--- src/rtl/debounce_pkg.sv ---
// Project-wide constants for front-panel key handling.
package debounce_pkg;

    localparam int unsigned DEBOUNCE_CYCLES_DEFAULT = 8;
    localparam int unsigned CLK_HZ                  = 10_000_000;

    // Converts a debounce window in milliseconds to clock cycles at CLK_HZ.
    function automatic int unsigned ms_to_cycles(input int unsigned ms);
        return (CLK_HZ / 1000) * ms;
    endfunction

endpackage

--- src/rtl/debounce_sync_2ff.sv ---
// Generic two-flop synchroniser for asynchronous board inputs.
module debounce_sync_2ff #(
    parameter int unsigned Width = 1
) (
    input  logic             clk_i,
    input  logic             rst_ni,
    input  logic [Width-1:0] d_i,
    output logic [Width-1:0] q_o
);

    logic [Width-1:0] s1_q;
    logic [Width-1:0] s2_q;

    always_ff @(posedge clk_i or negedge rst_ni) begin
        if (!rst_ni) begin
            s1_q <= '0;
            s2_q <= '0;
        end else begin
            s1_q <= d_i;
            s2_q <= s1_q;
        end
    end

    assign q_o = s2_q;

endmodule

--- src/rtl/debounce.sv ---
// Key debouncer: synchronise, qualify with a stability counter, pulse once per press.
module debounce
    import debounce_pkg::*;
#(
    parameter  int unsigned DEBOUNCE_CYCLES = DEBOUNCE_CYCLES_DEFAULT,
    localparam int unsigned CNT_W           = $clog2(DEBOUNCE_CYCLES + 1)
) (
    input  logic clk,
    input  logic rst,
    input  logic key,
    output logic key_pulse
);

    localparam logic [CNT_W-1:0] CntLast = CNT_W'(DEBOUNCE_CYCLES - 1);

    if (DEBOUNCE_CYCLES < 2) begin : g_param_check
        $error("DEBOUNCE_CYCLES must be at least 2");
    end

    logic             key_sync;
    logic             state_q, state_d;
    logic [CNT_W-1:0] cnt_q, cnt_d;
    logic             pulse_q, pulse_d;

    debounce_sync_2ff #(
        .Width(1)
    ) u_sync (
        .clk_i (clk),
        .rst_ni(rst),
        .d_i   (key),
        .q_o   (key_sync)
    );

    always_comb begin
        state_d = state_q;
        cnt_d   = '0;
        pulse_d = 1'b0;
        if (key_sync != state_q) begin
            if (cnt_q == CntLast) begin
                state_d = key_sync;
                // Only the rising debounced transition is reported.
                pulse_d = key_sync;
            end else begin
                cnt_d = cnt_q + CNT_W'(1);
            end
        end
    end

    always_ff @(posedge clk or negedge rst) begin
        if (!rst) begin
            state_q <= 1'b0;
            cnt_q   <= '0;
            pulse_q <= 1'b0;
        end else begin
            state_q <= state_d;
            cnt_q   <= cnt_d;
            pulse_q <= pulse_d;
        end
    end

    assign key_pulse = pulse_q;

endmodule

--- config.mk ---
export PLATFORM = sky130hd
export DESIGN_NAME = debounce
export DESIGN_NICKNAME = d
export VERILOG_FILES = /design/src/rtl/debounce_pkg.sv /design/src/rtl/debounce_sync_2ff.sv /design/src/rtl/debounce.sv
export SDC_FILE = /design/constraint.sdc
export NUM_CORES = 1
export LEC_CHECK = 0
export BUFFER_PORTS_ARGS = -buffer_cell sky130_fd_sc_hd__buf_4
export CORE_AREA = 2 2 39 41
export CTS_CLUSTER_DIAMETER = 60
export DETAILED_ROUTE_END_ITERATION = 6
export DIE_AREA = 0 0 41 43
export GPL_TIMING_DRIVEN = 0
export SLEW_MARGIN = 20
export SYNTH_ARGS = -nofsm -noshare
export SYNTH_HDL_FRONTEND = slang
export SYNTH_SLANG_ARGS = --single-unit
export TNS_END_PERCENT = 100
--- constraint.sdc ---
create_clock -name clk -period 3.14 [get_ports clk]
set_clock_uncertainty 0.2 [all_clocks]
set_input_delay 0 -clock clk [delete_from_list [all_inputs] [get_ports clk]]
set_output_delay 0 -clock clk [all_outputs]
set_load 0.02 [all_outputs]
==> results.json, run 1 <==
{
  "synth_cells": 21,
  "dr.pass1.iters": 4,
  "synth_top_area_share": 0.6504,
  "p_seq_frac": 0.525,
  "min_period_ns": 1.467,
  "nNetsFinal": 36,
  "worstHoldStart": "u_sync.s1_q",
  "critical_path.max_fanout": 4,
  "start_util": 0.2224,
  "hold_ws_ns": 0.1472,
  "arrival_ns": 1.39,
  "clkSlewWorstSetupHoldPaths_ns": 0.05,
  "drt-met1-wl_um": 229,
  "ys.warnings.count": 0,
  "power.switching_mw": 0.07842,
  "wl_per_cell_um": 12.70,
  "die_h_um": 43,
  "cts_root_buf": "clkbuf_4",
  "cts_tree": "built",
  "final_area_um2": 402.9,
  "maxSlewViolCount": 0,
  "post-cts-setup-buffers": 0,
  "slowest_stage": "dfrtp_1",
  "relSlewSlack": 0.7392,
  "reg2reg_depth": 3,
  "setup_viol": 0,
  "top_layer": "met3",
  "ys_seq_elements": 8,
  "drive_gt1_frac": 0.2667,
  "drtIter0Drc": 1,
  "clkPwrFrac": 0.271,
  "rsz0062_at_grt": "no",
  "syn_avg_cell_area_um2": 14.66,
  "via_per_inst": 4.500,
  "drv_cap": 0,
  "finalHoldViolCount": 0,
  "areaGrowthSynthToFinish_pct": 30.89,
  "routed-wl-met2_um": 343,
  "fin_crit_sh": 0.4672,
  "synth_top_area_cell": "dfrtp_1",
  "powerDensity_nw_per_um2": 693.2,
  "antenna_found_initial": 0,
  "cp-start-kind": "flop",
  "grt_pass1_vias": 225,
  "portBuffers": 3,
  "grt_start_max_net_pins": 9,
  "dpl_cell_area_um2": 350.3,
  "fin_total_pwr_mw": 0.2793,
  "gr-total-overflow": 0,
  "htree_levels": 1,
  "synthesis.nets": 25,
  "grtUsageTotal": 0.08350,
  "timing.fmax_ghz": 0.6817,
  "core_area_um2": 1384,
  "cts.path.max_buffers": 2,
  "whs_path_depth": 0,
  "fp-row-count": 14,
  "whs_endpoint": "u_sync.q_o",
  "crit_chain": "ha_1 -> nand3b_1 -> mux2_4",
  "ios": 4,
  "place_hpwl_um": 439.2,
  "grt_pass1_wl_um": 910,
  "mostFrequentLayoutCells": "dfrtp_1, clkbuf_4, dlygate4sd3_1, buf_4",
  "ys_seq_area_frac": 0.6504,
  "synth_area_um2": 307.8,
  "reg2reg_slack_ns": 1.67,
  "timing.rr.start": "cnt_q[0]",
  "worst_pin_slew_ns": 0.3884,
  "r2r-end": "state_q",
  "clk_latency_ns": 0.25,
  "power_frac_comb": 0.204,
  "critical_path_required_ns": 3.07,
  "cts_made_buffers": 3,
  "ys_types": 12,
  "crit_path_end_kind": "flop",
  "status": "finished, final reports clean",
  "drtAntennaViolNets": 0,
  "netlist_top_cells_area": "dfrtp_1, xnor2_1, mux2_4",
  "vias": 207,
  "slowest_delay_ns": 0.41,
  "irDropWorstVdd_uv": 213.5,
  "clock-sinks": 8,
  "die_x_um": 41,
  "crit_type": "reg -> reg",
  "worstSetupStartpoint": "cnt_q[0]",
  "cpLargestDelayFamily": "flip-flops",
  "critPathBufInv": 0,
  "final_common_cell": "dfrtp_1",
  "power.internal_mw": 0.2009,
  "worstHoldPathType": "reg -> reg",
  "finalWirelength_um": 584,
  "drcViolationCount": 0,
  "leakage_nw": 0.1799,
  "n_antenna_cell": 0,
  "setup_tns_ns": 0,
  "gp_congestion": 0.6462,
  "met3_wirelength_um": 11,
  "p_sw_frac": 0.2808,
  "die_area_um2": 1763
}
[sequential cells by signal (all words and copies together), names as in the netlist]
register and flops:
key_pulse 1, u_sync.q_o 1, cnt_q 4, state_q 1, u_sync.s1_q 1
[power groups by stage]
stage	sequential, mW	combinational (mW)	clock, mW
floorplan	0.142	0.0405	0
global placement	0.144	0.0488	0
detailed placement	0.147	0.0535	0
CTS	0.145	0.0575	0.0786
global route	0.148	0.0652	0.0818
finish	0.147	0.0570	0.0758
[layout make-up]
cell class / instances / area, µm²
tap: 16 / 20.02
multi-input combinational: 12 / 103.9
fill: 144 / 980.9
clock buffer: 3 / 22.52
timing repair buffer: 6 / 52.55
inverter: 1 / 3.754
sequential: 8 / 200.2
[repair_timing]
item / CTS / global route
gates resized for setup: 0 / 0
hold buffers: 3 / 0
endpoints found under the hold margin: 9 / 0
[cells by family (layout without fill, tap and decap cells)]
kind of cell / count (synthesis) / after routing / share of synthesized area
xor+xnor: 2 / 2 / 0.05692
buf+inv: 1 / 10 / 0.01218
simple gates: 7 / 7 / 0.1667
flops: 8 / 8 / 0.6504
fa+ha+maj: 1 / 1 / 0.04064
mux: 1 / 1 / 0.04877
compound gates: 1 / 1 / 0.02440
[metal layers]
layer / vias up / GRT usage
met1: 111 / 0.09091
met2: 4 / 0.1250
li1: 92 / -
met3: 0 / 0.01571
met5: - / 0
met4: 0 / 0.08000
[synth_stat cells]
cell type / count
a211oi_1: 1
ha_1: 1
inv_1: 1
dfrtp_1: 8
and4_2: 1
nand3b_1: 1
nor2_1: 1
xnor2_1: 2
nand4b_1: 1
nor3b_1: 2
mux2_4: 1
nor2b_1: 1
[worst register-to-register path, delay by kind of cell, from the launching register on]
kind	cells	cell delay (ns)
flops	1	0.41
fa+ha+maj	1	0.25
simple gates	1	0.17
mux	1	0.32
[through the flow]
| stage | setup slack (ns) | utilization | instances |
|---|---|---|---|
| 2_1_floorplan | 1.780 | - | 21 |
| 3_3_place_gp | 1.744 | 0.2532 | 40 |
| 3_5_place_dp | 1.688 | 0.2532 | 40 |
| 4_1_cts | 1.671 | 0.2911 | 46 |
| 5_1_grt | 1.616 | 0.2911 | 46 |
| 6_report | 1.673 | 0.2911 | 46 |
[worst max-delay path by stage]
stage	endpoint	cells after the start
2_1_floorplan	state_q	3
3_3_place_gp	state_q	3
3_5_place_dp	state_q	3
4_1_cts	state_q	3
5_1_grt	cnt_q[3]	3
6_report	state_q	3
Power figures use the tool's default switching activity.
==> run 2: changes to the inputs <==
==> constraint.sdc (replaced) <==
create_clock -name clk -period 1.5 [get_ports clk]
set_clock_uncertainty 0.2 [all_clocks]
set_input_delay 0 -clock clk [delete_from_list [all_inputs] [get_ports clk]]
set_output_delay 0 -clock clk [all_outputs]
set_load 0.02 [all_outputs]
==> run 2 against run 1 <==
  * Design area increased by 1.2%
  * Count of clock-buffer cells in the layout unchanged
  * Register-to-register slack got worse by 1.6 ns
  * Power increased by 110%
  * Worst hold slack about the same
  * First-iteration DRC count unchanged
  * Global-route usage unchanged
  * Clock power increased by 110%
==> results.json, run 2 (synthesis gave the netlist of run 1 again) <==
{
  "place_hpwl_um": 439.2,
  "drive_gt1_frac": 0.3000,
  "relSlewSlack": 0.6980,
  "drtIter0Drc": 1,
  "worstHoldPathType": "reg -> reg",
  "place_inst": 40,
  "largest_register": "cnt_q",
  "htree_levels": 1,
  "slowest_delay_ns": 0.41,
  "grt_pass1_wl_um": 910,
  "finalHoldViolCount": 0,
  "setup_tns_ns": 0,
  "antenna_found_initial": 0,
  "die_h_um": 43,
  "wl_per_cell_um": 13.39,
  "fp-row-count": 14,
  "grt_pass1_vias": 225,
  "mostFrequentLayoutCells": "dfrtp_1, clkbuf_4, dlygate4sd3_1, buf_4",
  "instances_no_fill": 46,
  "gr-total-overflow": 0,
  "worst_pin_slew_ns": 0.4498,
  "maxSlewViolCount": 0,
  "vias": 206,
  "crit_path_end_kind": "flop",
  "reg2reg_depth": 3,
  "timing.fmax_ghz": 0.6829,
  "grt_start_max_net_pins": 9,
  "crit_type": "reg -> reg",
  "gp_congestion": 0.6462,
  "drtAntennaViolNets": 0,
  "clock-sinks": 8,
  "die_area_um2": 1763,
  "irDropWorstVdd_uv": 447.6,
  "whs_path_depth": 0,
  "critical_path.max_fanout": 4,
  "arrival_ns": 1.39,
  "clkSlewWorstSetupHoldPaths_ns": 0.05,
  "cp-start-kind": "flop",
  "ios": 4,
  "largest_register_ffs": 4,
  "setup_viol": 0,
  "final_common_cell": "dfrtp_1",
  "cts_made_buffers": 3,
  "drv_cap": 0,
  "status": "finished, final reports clean",
  "slowest_stage": "dfrtp_1",
  "n_antenna_cell": 0,
  "critical_path_required_ns": 1.43,
  "start_util": 0.2224,
  "drcViolationCount": 0,
  "finalWirelength_um": 616,
  "via_per_inst": 4.478,
  "leakage_nw": 0.1811,
  "cts.path.max_buffers": 2,
  "fin_crit_sh": 0.9763,
  "areaGrowthSynthToFinish_pct": 32.52,
  "die_x_um": 41,
  "cts_root_buf": "clkbuf_4",
  "nNetsFinal": 36,
  "powerDensity_nw_per_um2": 1441,
  "clk_latency_ns": 0.25,
  "dr.pass1.iters": 2,
  "grtUsageTotal": 0.08350,
  "min_period_ns": 1.464,
  "core_area_um2": 1384,
  "portBuffers": 3,
  "cts_tree": "built",
  "crit_chain": "ha_1 -> nand3b_1 -> mux2_4"
}
[run 2: worst paths after layout]
check / start / slack, ns / end
setup / recovery: cnt_q[0] / 0.04 / state_q
hold / removal: u_sync.s1_q / 0.15 / u_sync.q_o
setup reg to reg: cnt_q[0] / 0.04 / state_q
hold reg to reg: u_sync.s1_q / 0.15 / u_sync.q_o
max in group asynchronous: rst / 0.31 / state_q
min in group asynchronous: rst / 0.52 / cnt_q[0]
[run 2: critical path: cells and delay by family, from the launching register on]
family        cells  cell delay [ns]
mux               1             0.32
fa+ha+maj         1             0.25
simple gates      1             0.17
flops             1             0.41
[run 2: per-layer routing]
metal | wire length (µm) | part of all wire | GRT usage
met1 | 224 | 0.36 | 0.09091
met2 | 380 | 0.62 | 0.1250
met3 | 11 | 0.018 | 0.01571
met4 | 0 | 0 | 0.08000
met5 | 0 | 0 | 0
[run 2: layout make-up]
class / instances / area [µm²]
clock buffers: 3 / 22.52
fillers: 146 / 975.9
inverters: 1 / 3.754
multi-input cells: 12 / 108.9
flip-flops and latches: 8 / 200.2
well taps: 16 / 20.02
repair buffers: 6 / 52.55
[run 2: what timing repair did]
| action | 4_1_cts | 5_1_grt |
|---|---|---|
| gates resized for setup | 0 | 1 |
| hold endpoints to repair | 9 | 0 |
| endpoints found under the setup margin | 0 | 1 |
| setup buffers | 0 | 0 |
| hold buffers | 3 | 0 |
[run 2: report_power, final]
group / internal, mW / switching, mW / total [mW] / leakage, nW
Combinational: 0.0671 / 0.0554 / 0.122 / 0.0631
Clock: 0.0912 / 0.0675 / 0.159 / 0.0138
Sequential: 0.262 / 0.0442 / 0.307 / 0.104
Total: 0.421 / 0.167 / 0.588 / 0.181
[run 2: per-stage QoR]
stage                     setup slack [ns]  utilization  cell area (µm²)  hold slack [ns]  power (mW)
after floorplan                     0.1402            -            307.8          -0.4956      0.3828
after global placement              0.1044       0.2532            350.3          -0.3835      0.4035
after detailed placement           0.04751       0.2532            350.3          -0.3778      0.4200
after CTS                          0.03072       0.2911            402.9           0.1498      0.5894
after global routing             -0.005936       0.2948            407.9           0.1635      0.6239
final                              0.03560       0.2948            407.9           0.1473      0.5877
==> run 3: changes to the inputs <==
--- a/config.mk
+++ b/config.mk
@@ -5,12 +5,16 @@
 export SDC_FILE = /design/constraint.sdc
 export NUM_CORES = 1
 export LEC_CHECK = 0
+export ABC_AREA = 1
 export BUFFER_PORTS_ARGS = -buffer_cell sky130_fd_sc_hd__buf_4
+export CELL_PAD_IN_SITES_DETAIL_PLACEMENT = 0
+export CELL_PAD_IN_SITES_GLOBAL_PLACEMENT = 1
 export CORE_AREA = 2 2 39 41
 export CTS_CLUSTER_DIAMETER = 60
 export DETAILED_ROUTE_END_ITERATION = 6
 export DIE_AREA = 0 0 41 43
 export GPL_TIMING_DRIVEN = 0
+export PLACE_DENSITY_LB_ADDON = 0.1
 export SLEW_MARGIN = 20
 export SYNTH_ARGS = -nofsm -noshare
 export SYNTH_HDL_FRONTEND = slang
==> constraint.sdc (replaced) <==
create_clock -name clk -period 1.5 [get_ports clk]
set_clock_uncertainty 0.2 [all_clocks]
set_input_delay 0.15 -clock clk [delete_from_list [all_inputs] [get_ports clk]]
set_output_delay 0.15 -clock clk [all_outputs]
set_load 0.02 [all_outputs]
==> run 3 against run 2 <==
  * Register-to-register slack gained 0.22 ns
  * Power is 6.7% lower
  * Maximum frequency increased by 18%
  * Synthesized cell count grew 48%
  * Clock power about the same
  * Sequential power shrank 5%
  * Design area decreased by 4.0%
  * Utilization down 1.2 points
  * Critical path type unchanged
==> results.json, run 3 <==
{
  "fin_crit_sh": 0.8305,
  "clkSlewWorstSetupHoldPaths_ns": 0.05,
  "critical_path.max_fanout": 4,
  "irDropWorstVdd_uv": 367.8,
  "crit_type": "reg -> reg",
  "yosysMostFrequentCell": "dfrtp_1",
  "utilization": 0.2830,
  "endpoint": "cnt_q[3]",
  "dpl_cell_area_um2": 349.1,
  "core_area_um2": 1384,
  "dp_slack_ns": 0.2540,
  "drtAntennaViolNets": 0,
  "ios": 4,
  "maxSlewViolCount": 0,
  "die_area_um2": 1763,
  "synth_top_area_cell": "dfrtp_1",
  "drv_cap": 0,
  "worstHoldPathType": "in -> async",
  "mostFrequentLayoutCells": "dfrtp_1, nand2_1, inv_1, nor2_1",
  "synth_cells": 31,
  "ys_seq_elements": 8,
  "grt_start_max_net_pins": 9,
  "grtUsageTotal": 0.08012,
  "ys.warnings.count": 0,
  "hold_ws_ns": 0.05679,
  "cts_root_buf": "clkbuf_4",
  "setup_ws_ns": 0.2542,
  "clock-sinks": 8,
  "gr-total-overflow": 0,
  "drive_gt1_frac": 0.1538,
  "ys_top_cells_by_count": "dfrtp_1, nand2_1, inv_1, nor2_1, nand3_1",
  "fin_total_pwr_mw": 0.5482,
  "timing.rr.start": "cnt_q[0]",
  "cts_tree": "built",
  "nNetsFinal": 45,
  "syn_avg_cell_area_um2": 9.889,
  "cts_resized": 0,
  "synth_top_area_share": 0.6531,
  "arrival_ns": 1.23,
  "worst_pin_slew_ns": 0.1566,
  "leakage_nw": 0.2007,
  "areaGrowthSynthToFinish_pct": 27.76,
  "min_period_ns": 1.246,
  "cts_made_buffers": 3,
  "cp-start-kind": "flop",
  "final_area_um2": 391.6,
  "fp-row-count": 14,
  "wl_per_cell_um": 8.400,
  "finalHoldViolCount": 0,
  "setup_tns_ns": 0,
  "crit_path_end_kind": "flop",
  "die_x_um": 41,
  "drcViolationCount": 0,
  "ys_types": 9,
  "critical_path_required_ns": 1.48,
  "portBuffers": 3,
  "final_common_cell": "dfrtp_1",
  "cts.path.max_buffers": 2,
  "gp_congestion": 0.7262,
  "antenna_found_initial": 0,
  "dr.pass1.iters": 2,
  "setup_viol": 0,
  "powerDensity_nw_per_um2": 1400,
  "die_h_um": 43,
  "synth_top_flop_cell": "dfrtp_1",
  "clk_latency_ns": 0.25,
  "htree_levels": 1,
  "drtIter0Drc": 1,
  "timing.fmax_ghz": 0.8027,
  "reg2reg_slack_ns": 0.25,
  "relSlewSlack": 0.8953,
  "n_antenna_cell": 0,
  "status": "finished, final reports clean",
  "instances_no_fill": 55,
  "async_flop_share": 1.000,
  "synth-edff-count": 0,
  "fillCellCount": 151,
  "finalWirelength_um": 462,
  "start_util": 0.2215,
  "worstSetupStartpoint": "cnt_q[0]",
  "ys_seq_area_frac": 0.6531,
  "grt_pass1_wl_um": 883,
  "largest_register": "cnt_q",
  "via_per_inst": 3.745,
  "rsz0062_at_grt": "no",
  "place_inst": 50,
  "largest_register_ffs": 4,
  "vias": 206,
  "reg2reg_depth": 4,
  "r2r-end": "cnt_q[3]",
  "grt_pass1_vias": 231,
  "synth_area_um2": 306.5,
  "netlist_top_cells_area": "dfrtp_1, nand2_1, inv_1",
  "place_hpwl_um": 352.6,
  "synthesis.nets": 35
}
==> run 3: cell types whose count changed after synthesis, moves of 2 or more <==
cell,previous run,this run
inv_1,1,5
nor3b_1,2,0
nor2_1,1,5
nand3_1,0,2
nand2_1,0,7
==> run 3: area by class of cell <==
| type | count | area (µm²) | area share |
|---|---|---|---|
| flip-flops and latches | 8 | 200.2 | 0.5112 |
| multi-input cells | 18 | 87.58 | 0.2236 |
| repair buffers | 5 | 42.54 | 0.1086 |
| clock buffers | 3 | 22.52 | 0.05751 |
| well taps | 16 | 20.02 | 0.05112 |
| inverters | 5 | 18.77 | 0.04792 |
==> run 3: routing by layer <==
| layer | wire (µm) | global-route usage |
|---|---|---|
| met1 | 220 | 0.1030 |
| met2 | 205 | 0.09375 |
| met3 | 29 | 0.03141 |
| met4 | 7 | 0.08000 |
| met5 | 0 | 0 |
==> run 3: worst max-delay path: stages (launching register included) <==
cell     delay, ns
dfrtp_1       0.41
ha_1          0.24
nand3_1       0.15
nand2_1       0.09
nor2_1        0.09
==> run 3: kinds of logic (layout without fill, tap and decap cells) <==
family | after synthesis | count (layout) | share of synthesized area
AND/OR/NAND/NOR | 15 | 15 | 0.2000
flip-flops | 8 | 8 | 0.6531
buffers and inverters | 5 | 13 | 0.06123
adder cells (fa/ha/maj) | 1 | 1 | 0.04081
AO/OA/AOI/OAI | 1 | 1 | 0.01631
XOR/XNOR | 1 | 1 | 0.02858
==> run 3: worst min-delay path by stage <==
stage               slack [ns]   endpoint
floorplan                -0.35   cnt_q[0]
global placement         -0.23  key_pulse
detailed placement       -0.22  key_pulse
CTS                       0.05   cnt_q[3]
global route              0.08   cnt_q[2]
finish                    0.06   cnt_q[3]
==> run 3: repair_timing <==
action                                 4_1_cts  5_1_grt
endpoints found under the hold margin        9        0
hold buffers                                 2        0
buffers inserted                             0        0
==> run 3: report_power, final <==
group	leakage (nW)	internal, mW	switching, mW	total, mW
clock network	0.0138	0.0911	0.0668	0.158
logic	0.0826	0.0457	0.0527	0.0983
registers	0.104	0.257	0.0346	0.292
